`config.mk`:
```
export PLATFORM = sky130hd
export DESIGN_NAME = eth_tx_framer
export DESIGN_NICKNAME = d
export VERILOG_FILES = /design/src/rtl/eth_pkg.sv /design/src/rtl/crc32_d8.sv /design/src/rtl/eth_tx_framer.sv
export SDC_FILE = /design/constraint.sdc
export NUM_CORES = 1
export LEC_CHECK = 0
export ABC_CLOCK_PERIOD_IN_PS = 3600
export BUFFER_PORTS_ARGS = -buffer_cell sky130_fd_sc_hd__clkbuf_2
export CORE_AREA = 2 2 95 97
export CTS_CLUSTER_SIZE = 25
export DETAILED_ROUTE_END_ITERATION = 7
export DIE_AREA = 0 0 97 99
export GPL_ROUTABILITY_DRIVEN = 0
export GPL_TIMING_DRIVEN = 0
export PLACE_DENSITY = 0.66
export SLEW_MARGIN = 20
export SYNTH_ARGS = -nofsm -noshare
export SYNTH_HDL_FRONTEND = slang
export SYNTH_SLANG_ARGS = --single-unit
```
`constraint.sdc`:
```
create_clock -name phy_tx_clk -period 3.6 [get_ports phy_tx_clk]
set_clock_uncertainty 0.15 [all_clocks]
set_input_delay 0.72 -clock phy_tx_clk [delete_from_list [all_inputs] [get_ports phy_tx_clk]]
set_output_delay 0.72 -clock phy_tx_clk [all_outputs]
set_load 0.05 [all_outputs]
```
`src/rtl/eth_pkg.sv`:
```
// Shared constants and state type for the Ethernet transmit framer and its CRC helper.
package eth_pkg;

    localparam logic [7:0]  ETH_PREAMBLE  = 8'h55;
    localparam logic [7:0]  ETH_SFD       = 8'hD5;
    localparam logic [31:0] CRC32_POLY    = 32'hEDB88320;
    localparam logic [31:0] CRC32_INIT    = 32'hFFFFFFFF;
    localparam logic [31:0] CRC32_RESIDUE = 32'hDEBB20E3;

    typedef enum logic [3:0] {
        TX_IDLE,
        TX_PRE,
        TX_SFD,
        TX_DATA,
        TX_PAD,
        TX_FCS,
        TX_ABORT,
        TX_DRAIN,
        TX_IFG
    } tx_state_t;

endpackage

```
`src/rtl/crc32_d8.sv`:
```
// Combinational byte-wide step of the reflected Ethernet CRC-32; also used by the RX checker.
module crc32_d8
    import eth_pkg::*;
(
    input  logic [31:0] crc_i,
    input  logic [7:0]  data_i,
    output logic [31:0] crc_o
);

    always_comb begin
        crc_o = crc_i ^ {24'h000000, data_i};
        for (int i = 0; i < 8; i++) begin
            crc_o = crc_o[0] ? ((crc_o >> 1) ^ CRC32_POLY) : (crc_o >> 1);
        end
    end

endmodule

```
`src/rtl/eth_tx_framer.sv`:
```
// Transmit-side Ethernet framer: preamble, SFD, data, zero pad, CRC-32 FCS and inter-frame gap.
// Every pin is registered; the byte on the pins lags the state that produced it by one cycle.
module eth_tx_framer
    import eth_pkg::*;
#(
    parameter bit PAD_EN  = 1'b1,
    parameter int MIN_LEN = 60,
    parameter int MAX_LEN = 1514,
    parameter int IFG_LEN = 12
) (
    input  logic       phy_tx_clk,
    input  logic       phy_tx_reset_n,
    input  logic [7:0] in_data,
    input  logic       in_valid,
    input  logic       in_last,
    output logic       in_ready,
    output logic [7:0] phy_tx_mux_data,
    output logic [1:0] phy_tx_mux_ctl,
    output logic       tx_done,
    output logic       tx_abort
);

    localparam logic [10:0] MinLenC  = 11'(MIN_LEN);
    localparam logic [10:0] MaxLenC  = 11'(MAX_LEN);
    localparam logic [3:0]  IfgLastC = 4'(IFG_LEN - 1);

    tx_state_t   state_q, state_d;
    logic [10:0] byteCnt_q, byteCnt_d;
    logic [3:0]  phase_q, phase_d;
    logic [31:0] crc_q, crc_d;
    logic        skipDrain_q, skipDrain_d;

    logic [7:0]  txData_q, txData_d;
    logic [1:0]  txCtl_q;
    logic        txEn_d, txEr_d;
    logic        inReady_q;
    logic        done_q, done_d;
    logic        abort_q, abort_d;

    logic [7:0]  crcByte;
    logic [31:0] crcNext;
    logic [31:0] fcs;

    // Pad bytes feed zeros into the CRC; data bytes feed the input stream.
    assign crcByte = (state_q == TX_PAD) ? 8'h00 : in_data;
    assign fcs     = ~crc_q;

    crc32_d8 u_crc (
        .crc_i  (crc_q),
        .data_i (crcByte),
        .crc_o  (crcNext)
    );

    always_comb begin
        state_d     = state_q;
        byteCnt_d   = byteCnt_q;
        phase_d     = phase_q + 4'd1;
        crc_d       = crc_q;
        skipDrain_d = skipDrain_q;
        txData_d    = 8'h00;
        txEn_d      = 1'b0;
        txEr_d      = 1'b0;
        done_d      = 1'b0;
        abort_d     = 1'b0;

        case (state_q)
            TX_IDLE: begin
                byteCnt_d = '0;
                crc_d     = CRC32_INIT;
                if (in_valid) state_d = TX_PRE;
            end
            TX_PRE: begin
                txData_d = ETH_PREAMBLE;
                txEn_d   = 1'b1;
                if (phase_q == 4'd6) state_d = TX_SFD;
            end
            TX_SFD: begin
                txData_d = ETH_SFD;
                txEn_d   = 1'b1;
                state_d  = TX_DATA;
            end
            TX_DATA: begin
                txEn_d = 1'b1;
                if (!in_valid) begin
                    txEr_d      = 1'b1;
                    abort_d     = 1'b1;
                    skipDrain_d = 1'b0;
                    state_d     = TX_ABORT;
                end else if (byteCnt_q == MaxLenC) begin
                    // Oversize byte is swallowed; if it also ends the frame there is nothing to drain.
                    txEr_d      = 1'b1;
                    abort_d     = 1'b1;
                    skipDrain_d = in_last;
                    state_d     = TX_ABORT;
                end else begin
                    txData_d  = in_data;
                    crc_d     = crcNext;
                    byteCnt_d = byteCnt_q + 11'd1;
                    if (in_last) begin
                        state_d = (PAD_EN && ((byteCnt_q + 11'd1) < MinLenC)) ? TX_PAD : TX_FCS;
                    end
                end
            end
            TX_PAD: begin
                txEn_d    = 1'b1;
                crc_d     = crcNext;
                byteCnt_d = byteCnt_q + 11'd1;
                if ((byteCnt_q + 11'd1) == MinLenC) state_d = TX_FCS;
            end
            TX_FCS: begin
                txEn_d   = 1'b1;
                txData_d = fcs[{phase_q[1:0], 3'b000} +: 8];
                if (phase_q == 4'd3) begin
                    done_d  = 1'b1;
                    state_d = TX_IFG;
                end
            end
            TX_ABORT: begin
                state_d = skipDrain_q ? TX_IFG : TX_DRAIN;
            end
            TX_DRAIN: begin
                if (in_valid && in_last) state_d = TX_IFG;
            end
            TX_IFG: begin
                if (phase_q == IfgLastC) state_d = TX_IDLE;
            end
            default: state_d = TX_IDLE;
        endcase

        if (state_d != state_q) phase_d = '0;
    end

    always_ff @(posedge phy_tx_clk or negedge phy_tx_reset_n) begin
        if (!phy_tx_reset_n) begin
            state_q     <= TX_IDLE;
            byteCnt_q   <= '0;
            phase_q     <= '0;
            crc_q       <= CRC32_INIT;
            skipDrain_q <= 1'b0;
            txData_q    <= 8'h00;
            txCtl_q     <= 2'b00;
            inReady_q   <= 1'b0;
            done_q      <= 1'b0;
            abort_q     <= 1'b0;
        end else begin
            state_q     <= state_d;
            byteCnt_q   <= byteCnt_d;
            phase_q     <= phase_d;
            crc_q       <= crc_d;
            skipDrain_q <= skipDrain_d;
            txData_q    <= txData_d;
            txCtl_q     <= {txEn_d ^ txEr_d, txEn_d};
            inReady_q   <= (state_d == TX_DATA) || (state_d == TX_DRAIN);
            done_q      <= done_d;
            abort_q     <= abort_d;
        end
    end

    assign in_ready        = inReady_q;
    assign phy_tx_mux_data = txData_q;
    assign phy_tx_mux_ctl  = txCtl_q;
    assign tx_done         = done_q;
    assign tx_abort        = abort_q;

endmodule

```
==> run_results.csv, run 1 <==
group,metric,value,unit
worst_setup_path,critPathBufInv,2,
route,drt-wirelength-per-cell,17.4,µm
global_route,grt_pass1_vias,3206,
timing,timing.final.hold_violations,0,
pwr,power.net_switching,2.37,mW
clock_network,htreeDepth,3,
logic_synthesis,synth-edff-count,0,
pwr,p_comb_share,61.7,%
pwr,peakVddDrop,0.327,mV
global_route,antenna_found_initial,0,
route,firstDrtPassIters,5,
timing,max_slew_margin,31.0,%
worst_setup_path,crit_start,"byteCnt_q[0]",
layout,diodes,0,
global_route,grt_pass1_wl,16.7,mm
clock_network,clock_sinks,65,
flow_run,drv_cap,0,
layout,final_common_cell,"nor2_1",
worst_setup_path,reg2reg_setup_slack,0.58,ns
clock_network,cts_root_buf,"clkbuf_8",
worst_setup_path,path_class,"reg2reg",
layout,syn_to_final_growth,11.7,%
timing,slew_violations,0,
global_route,grt-ovfl-total,0,
worst_setup_path,reg2reg_to,"crc_q[24]",
die,row_count,34,
die,start_util,48.7,%
timing,tns,0,ns
logic_synthesis,synth_seq_cells,65,
logic_synthesis,synth_top_area_share,20.2,%
worst_setup_path,crit_path_cell_trace,"inv_1 > ha_1 > nand4bb_1 > o31a_1 > nor2_1 > a211oi_2 > clkbuf_1 > nor2_1 > a21oi_1",
layout,fill_cells,745,
timing,timing.fmax,0.331,GHz
route,drc_errors,0,
clock_network,cts_setup_buffers,0,
pwr,seqPwrFrac,25.4,%
die,coreArea,0.00855,mm²
die,fp.dieW,97,µm
clock_network,clkLatencyLatePin,0.35,ns
route,vias,3299,
clock_network,cts.clk_slew.worst_paths,0.07,ns
logic_synthesis,synthTopCellsByArea,"dfstp_2 20%, dfrtp_1 20%, xnor2_1 9.5%, xor2_1 6.5%, nor2_1 5.0%",
worst_setup_path,worstPathRequired,3.72,ns
global_route,grt_util_met1,30.8,%
route,totalWireLength,9.96,mm
worst_setup_path,cp.arrival,3.14,ns
worst_setup_path,cp_top_family,"compound AO/OA/AOI/OAI gates",
pwr,sw_frac_of_total,45.7,%
global_route,grt_max_degree,38,
logic_synthesis,synthCells,425,
logic_synthesis,syn_area,0.00416,mm²
worst_setup_path,crit_fanout,10,
die,ios,25,
logic_synthesis,syn_nets,441,
worst_setup_path,slowest_stage,"a211oi_2",
clock_network,cts_resized,0,
route,final_antenna_net_count,0,
clock_network,cts_tree,"built",
layout,nNetsFinal,477,
route,drt_iter0_markers,238,
timing,rsz0062_at_grt,"no",
logic_synthesis,yosys_warnings,0,
timing,period_minus_slack,3.02,ns
die,die_y,99,µm
min_path,hold_path_class,"in2async",
global_route,gr-usage-all-layers,22.1,%
clock_network,cts_buffers,9,
timing,timing.hold.ws,0.172,ns
outcome,outcome,"finished clean",
placement,place_hpwl,7.12,mm
worst_setup_path,cp-endpoint,"crc_q[24]",
logic_synthesis,async_flop_share,100,%
route,vias_per_cell,5.75,
logic_synthesis,avgSynthCellArea,9.79,µm²
worst_setup_path,startpoint_type,"flip-flop",
timing,setup-violations-final,0,
worst_setup_path,slowest_delay,0.63,ns
pwr,p_int,2.82,mW
timing,tightest_slew,1.03,ns
global_route,grt.busiest_layer,"met2",
pwr,leakage,1.79,nW
logic_synthesis,ys.flop_type,"dfrtp_1",
global_route,grtUsageMet3,4.61,%
die,fp.dieArea,0.00960,mm²
worst_setup_path,reg2reg_from,"byteCnt_q[0]",
pwr,powerDensity,1120,mW/mm²
layout,mostFrequentLayoutCells,"56 x nor2_1, 45 x xnor2_1, 33 x dfrtp_1",
timing,period_share,83.8,%
worst_setup_path,endpoint_kind,"flip-flop",
logic_synthesis,synth_top_cell_by_area,"dfstp_2",
worst_setup_path,r2r_cells,9,
logic_synthesis,synth-seq-area-share,40.0,%
pwr,clkPwrFrac,12.8,%
placement,io_buffers,24,
worst_setup_path,crit_cells,9,
layout,drive_above_1_share,20.6,%
clock_network,cts_buffer_depth,2,
global_route,grt_use_met2,35.0,%
clock_network,ctsHoldBuffers,0,
worst_setup_path,cp_common_cell,"nor2_1",
logic_synthesis,yosysUniqueCellTypes,62,
area by class of cell:
cell class                      count  area, µm²  share of cell area [%]
Tap cell                          108        135                    2.91
Buffer                             23       91.3                    1.97
Sequential cell                    65       1670                    35.9
Clock buffer                       14        173                    3.71
Inverter                            8       30.0                   0.646
Timing Repair Buffer               25        143                    3.07
Clock inverter                      2       35.0                   0.754
Multi-Input combinational cell    329       2370                    51.1
flip-flops by register name, indices dropped and copies added, names as in the netlist:
name	cells
phy_tx_mux_ctl	2
phase_q	4
byteCnt_q	11
crc_q	32
skipDrain_q	1
phy_tx_mux_data	8
tx_done	1
in_ready	1
tx_abort	1
state_q	4
cell usage after synthesis, types with 2 or more instances:
library cell,number
a21oi_1,31
a31o_2,2
a31oi_1,4
and2_0,2
and3b_1,2
and4_1,4
clkbuf_1,21
dfrtp_1,33
dfstp_2,32
ha_1,4
inv_1,8
mux4_2,8
nand2_1,26
nand2b_1,2
nand3_1,11
nand3b_1,2
nand4_1,3
nor2_1,56
nor2b_1,4
nor3_1,3
nor3b_1,2
nor4_1,2
o211ai_1,5
o21a_1,2
o21ai_0,24
o221ai_1,2
o22a_1,6
o22ai_1,3
o31ai_1,5
o41ai_1,2
or2_2,2
or3_1,3
or3b_2,2
xnor2_1,45
xnor3_1,4
xor2_1,31
xor2_4,2
stage by stage:
step | worst slack, ns | power [mW] | utilization, % | cell area, µm² | instances
after global placement | 0.614 | 4.43 | 51.7 | 4420 | 557
after detailed placement | 0.556 | 4.49 | 51.9 | 4440 | 558
after floorplan | 1.12 | 3.80 | - | 4160 | 425
after CTS | 0.575 | 5.19 | 54.4 | 4650 | 574
after global routing | 0.320 | 5.55 | 54.4 | 4650 | 574
final | 0.581 | 5.19 | 54.4 | 4650 | 574
cells by family (layout without fill, tap and decap cells):
family,after synthesis,after routing,share of synthesized area (%)
simple gates,136,136,16.7
compound gates,97,97,14.6
xor+xnor,84,84,20.3
flops,65,65,40.0
buf+inv,31,72,2.92
mux,8,8,4.33
fa+ha+maj,4,4,1.20
power groups by stage:
stage	clock network (mW)	logic, mW	registers, mW
after CTS	0.677	3.20	1.32
final	0.667	3.20	1.32
after detailed placement	0	3.16	1.33
after floorplan	0	2.36	1.45
after global routing	0.708	3.49	1.35
after global placement	0	3.12	1.32
layer usage:
metal	vias to the layer above	wire length, µm
met5	-	0
met4	0	112
met3	14	529
met2	102	4620
met1	1625	4700
li1	1558	-
worst min-delay path by stage:
stage | end | slack, ns | depth (start not counted)
6_report | byteCnt_q[9] | 0.17 | 1
4_1_cts | byteCnt_q[9] | 0.18 | 1
3_5_place_dp | crc_q[20] | 0.36 | 2
5_1_grt | byteCnt_q[9] | 0.19 | 1
2_1_floorplan | byteCnt_q[0] | 0.27 | 0
3_3_place_gp | crc_q[9] | 0.35 | 2
No activity file was read; power rests on OpenSTA's default activity.
==> run 2: changes to the inputs <==
ABC_CLOCK_PERIOD_IN_PS = 3000   (was 3600)
clock period = 3 ns   (was 3.6 ns; I/O delays follow)
==> run 2 against run 1 <==
Compared with the run above:
- first-iteration DRC count is 14% higher
- critical path depth is 2 lower
- global-route usage hardly changed
- via count is 0.36% lower
- die area stayed put
- worst setup slack worse by 0.37 ns
- count of clock-buffer cells in the layout stayed put
- critical path type unchanged
- highest routed layer unchanged
==> run_results.csv, run 2 (synthesized netlist as in run 1, its figures left out) <==
group,metric,value,unit
layout,fill_cells,744,
layout,final_common_cell,"nor2_1",
global_route,grt_max_degree,38,
timing,setup-violations-final,0,
route,drt-wirelength-per-cell,17.5,µm
global_route,grt_pass1_wl,16.7,mm
global_route,grt_pass1_vias,3206,
global_route,grt_util_met1,30.9,%
die,coreArea,0.00855,mm²
timing,slew_violations,0,
worst_setup_path,slowest_delay,0.55,ns
min_path,hold_path_class,"in2async",
timing,max_slew_margin,47.1,%
worst_setup_path,startpoint_type,"flip-flop",
timing,timing.fmax,0.359,GHz
route,final_antenna_net_count,0,
route,vias,3287,
global_route,grtUsageMet3,4.61,%
layout,drive_above_1_share,21.7,%
clock_network,cts_tree,"built",
clock_network,cts_root_buf,"clkbuf_8",
route,drt_iter0_markers,271,
worst_setup_path,crit_fanout,9,
clock_network,htreeDepth,3,
die,die_y,99,µm
layout,syn_to_final_growth,12.1,%
worst_setup_path,critPathBufInv,1,
route,firstDrtPassIters,5,
global_route,grt_use_met2,35.0,%
placement,io_buffers,24,
timing,period_minus_slack,2.79,ns
worst_setup_path,crit_path_cell_trace,"or4b_1 > buf_4 > nand2_4 > xor2_4 > xnor2_1 > xnor3_1 > a21oi_1",
timing,rsz0062_at_grt,"no",
die,fp.dieW,97,µm
placement,placed_area,0.00444,mm²
clock_network,cts_setup_buffers,0,
worst_setup_path,cp_top_family,"XOR/XNOR gates",
route,drc_errors,0,
timing,timing.final.hold_violations,0,
layout,regMostFlops,"crc_q",
timing,timing.hold.ws,0.0570,ns
die,row_count,34,
layout,utilization,54.6,%
worst_setup_path,worstPathRequired,3.13,ns
global_route,grt.busiest_layer,"met2",
worst_setup_path,cp.arrival,2.91,ns
worst_setup_path,path_class,"reg2reg",
pwr,peakVddDrop,0.391,mV
layout,stdcell_area,0.00467,mm²
route,totalWireLength,10.0,mm
timing,period_share,92.9,%
layout,diodes,0,
pwr,leakage,1.81,nW
die,fp.dieArea,0.00960,mm²
global_route,grt-ovfl-total,0,
clock_network,ctsHoldBuffers,0,
die,ios,25,
layout,nNetsFinal,477,
global_route,gr-usage-all-layers,22.1,%
clock_network,clock_sinks,65,
clock_network,cts_buffer_depth,2,
timing,tightest_slew,0.793,ns
clock_network,cts.clk_slew.worst_paths,0.07,ns
die,start_util,48.7,%
layout,mostFrequentLayoutCells,"56 x nor2_1, 44 x xnor2_1, 33 x dfrtp_1",
timing,tns,0,ns
clock_network,clkLatencyLatePin,0.34,ns
placement,place_hpwl,7.12,mm
outcome,outcome,"finished clean",
worst_setup_path,endpoint_kind,"flip-flop",
worst_setup_path,slowest_stage,"xnor2_1",
route,vias_per_cell,5.73,
flow_run,drv_cap,0,
global_route,antenna_found_initial,0,
clock_network,cts_buffers,9,
pwr,powerDensity,1340,mW/mm²
layout,largest_register_ff_count,32,
run 2: cell counts in the layout (fill, tap and decap cells not counted):
No cell type changed its count.
run 2: metal layers:
metal / wire length [µm] / share of wire (%)
met1: 4580 / 46
met2: 4650 / 46
met3: 649 / 6.5
met4: 140 / 1.4
met5: 0 / 0
run 2: per-stage QoR:
step	worst slack, ns	std cells	power (mW)
after floorplan	0.523	425	4.56
after global placement	0.0661	557	5.32
after detailed placement	0.0119	558	5.39
after CTS	0.148	574	6.25
after global routing	0.0630	574	6.69
final	0.212	574	6.27
run 2: path summary, 6_finish.rpt:
path	slack (ns)	start	end	depth (start not counted)
setup / recovery	0.21	state_q[0]	crc_q[17]	7
hold / removal	0.06	phy_tx_reset_n	byteCnt_q[9]	1
setup reg to reg	0.21	state_q[0]	crc_q[17]	7
hold reg to reg	0.37	crc_q[30]	crc_q[30]	2
max in group asynchronous	2.03	phy_tx_reset_n	crc_q[9]	2
min in group phy_tx_clk	0.37	in_data[7]	phy_tx_mux_data[7]	3
run 2: layout make-up:
cell class / count / area (µm²) / area share (%)
sequential: 65 / 1670 / 35.7
clock inverter: 2 / 35.0 / 0.750
clock buffer: 14 / 173 / 3.70
inverter: 8 / 30.0 / 0.643
timing repair buffer: 25 / 143 / 3.06
tap: 108 / 135 / 2.89
multi-input combinational: 329 / 2390 / 51.2
buffer: 23 / 96.3 / 2.06
run 2: where the power goes:
| group | internal [mW] | total, mW | switching (mW) | leakage [nW] |
|---|---|---|---|---|
| Combinational | 1.65 | 3.88 | 2.24 | 0.929 |
| Sequential | 1.31 | 1.59 | 0.279 | 0.772 |
| Clock | 0.452 | 0.800 | 0.347 | 0.107 |
| Total | 3.41 | 6.27 | 2.86 | 1.81 |
run 2: repair_timing:
action / in CTS / in global routing
resized for setup: 2 / 8
setup endpoints to repair: 2 / 20
endpoints found under the hold margin: 0 / 0
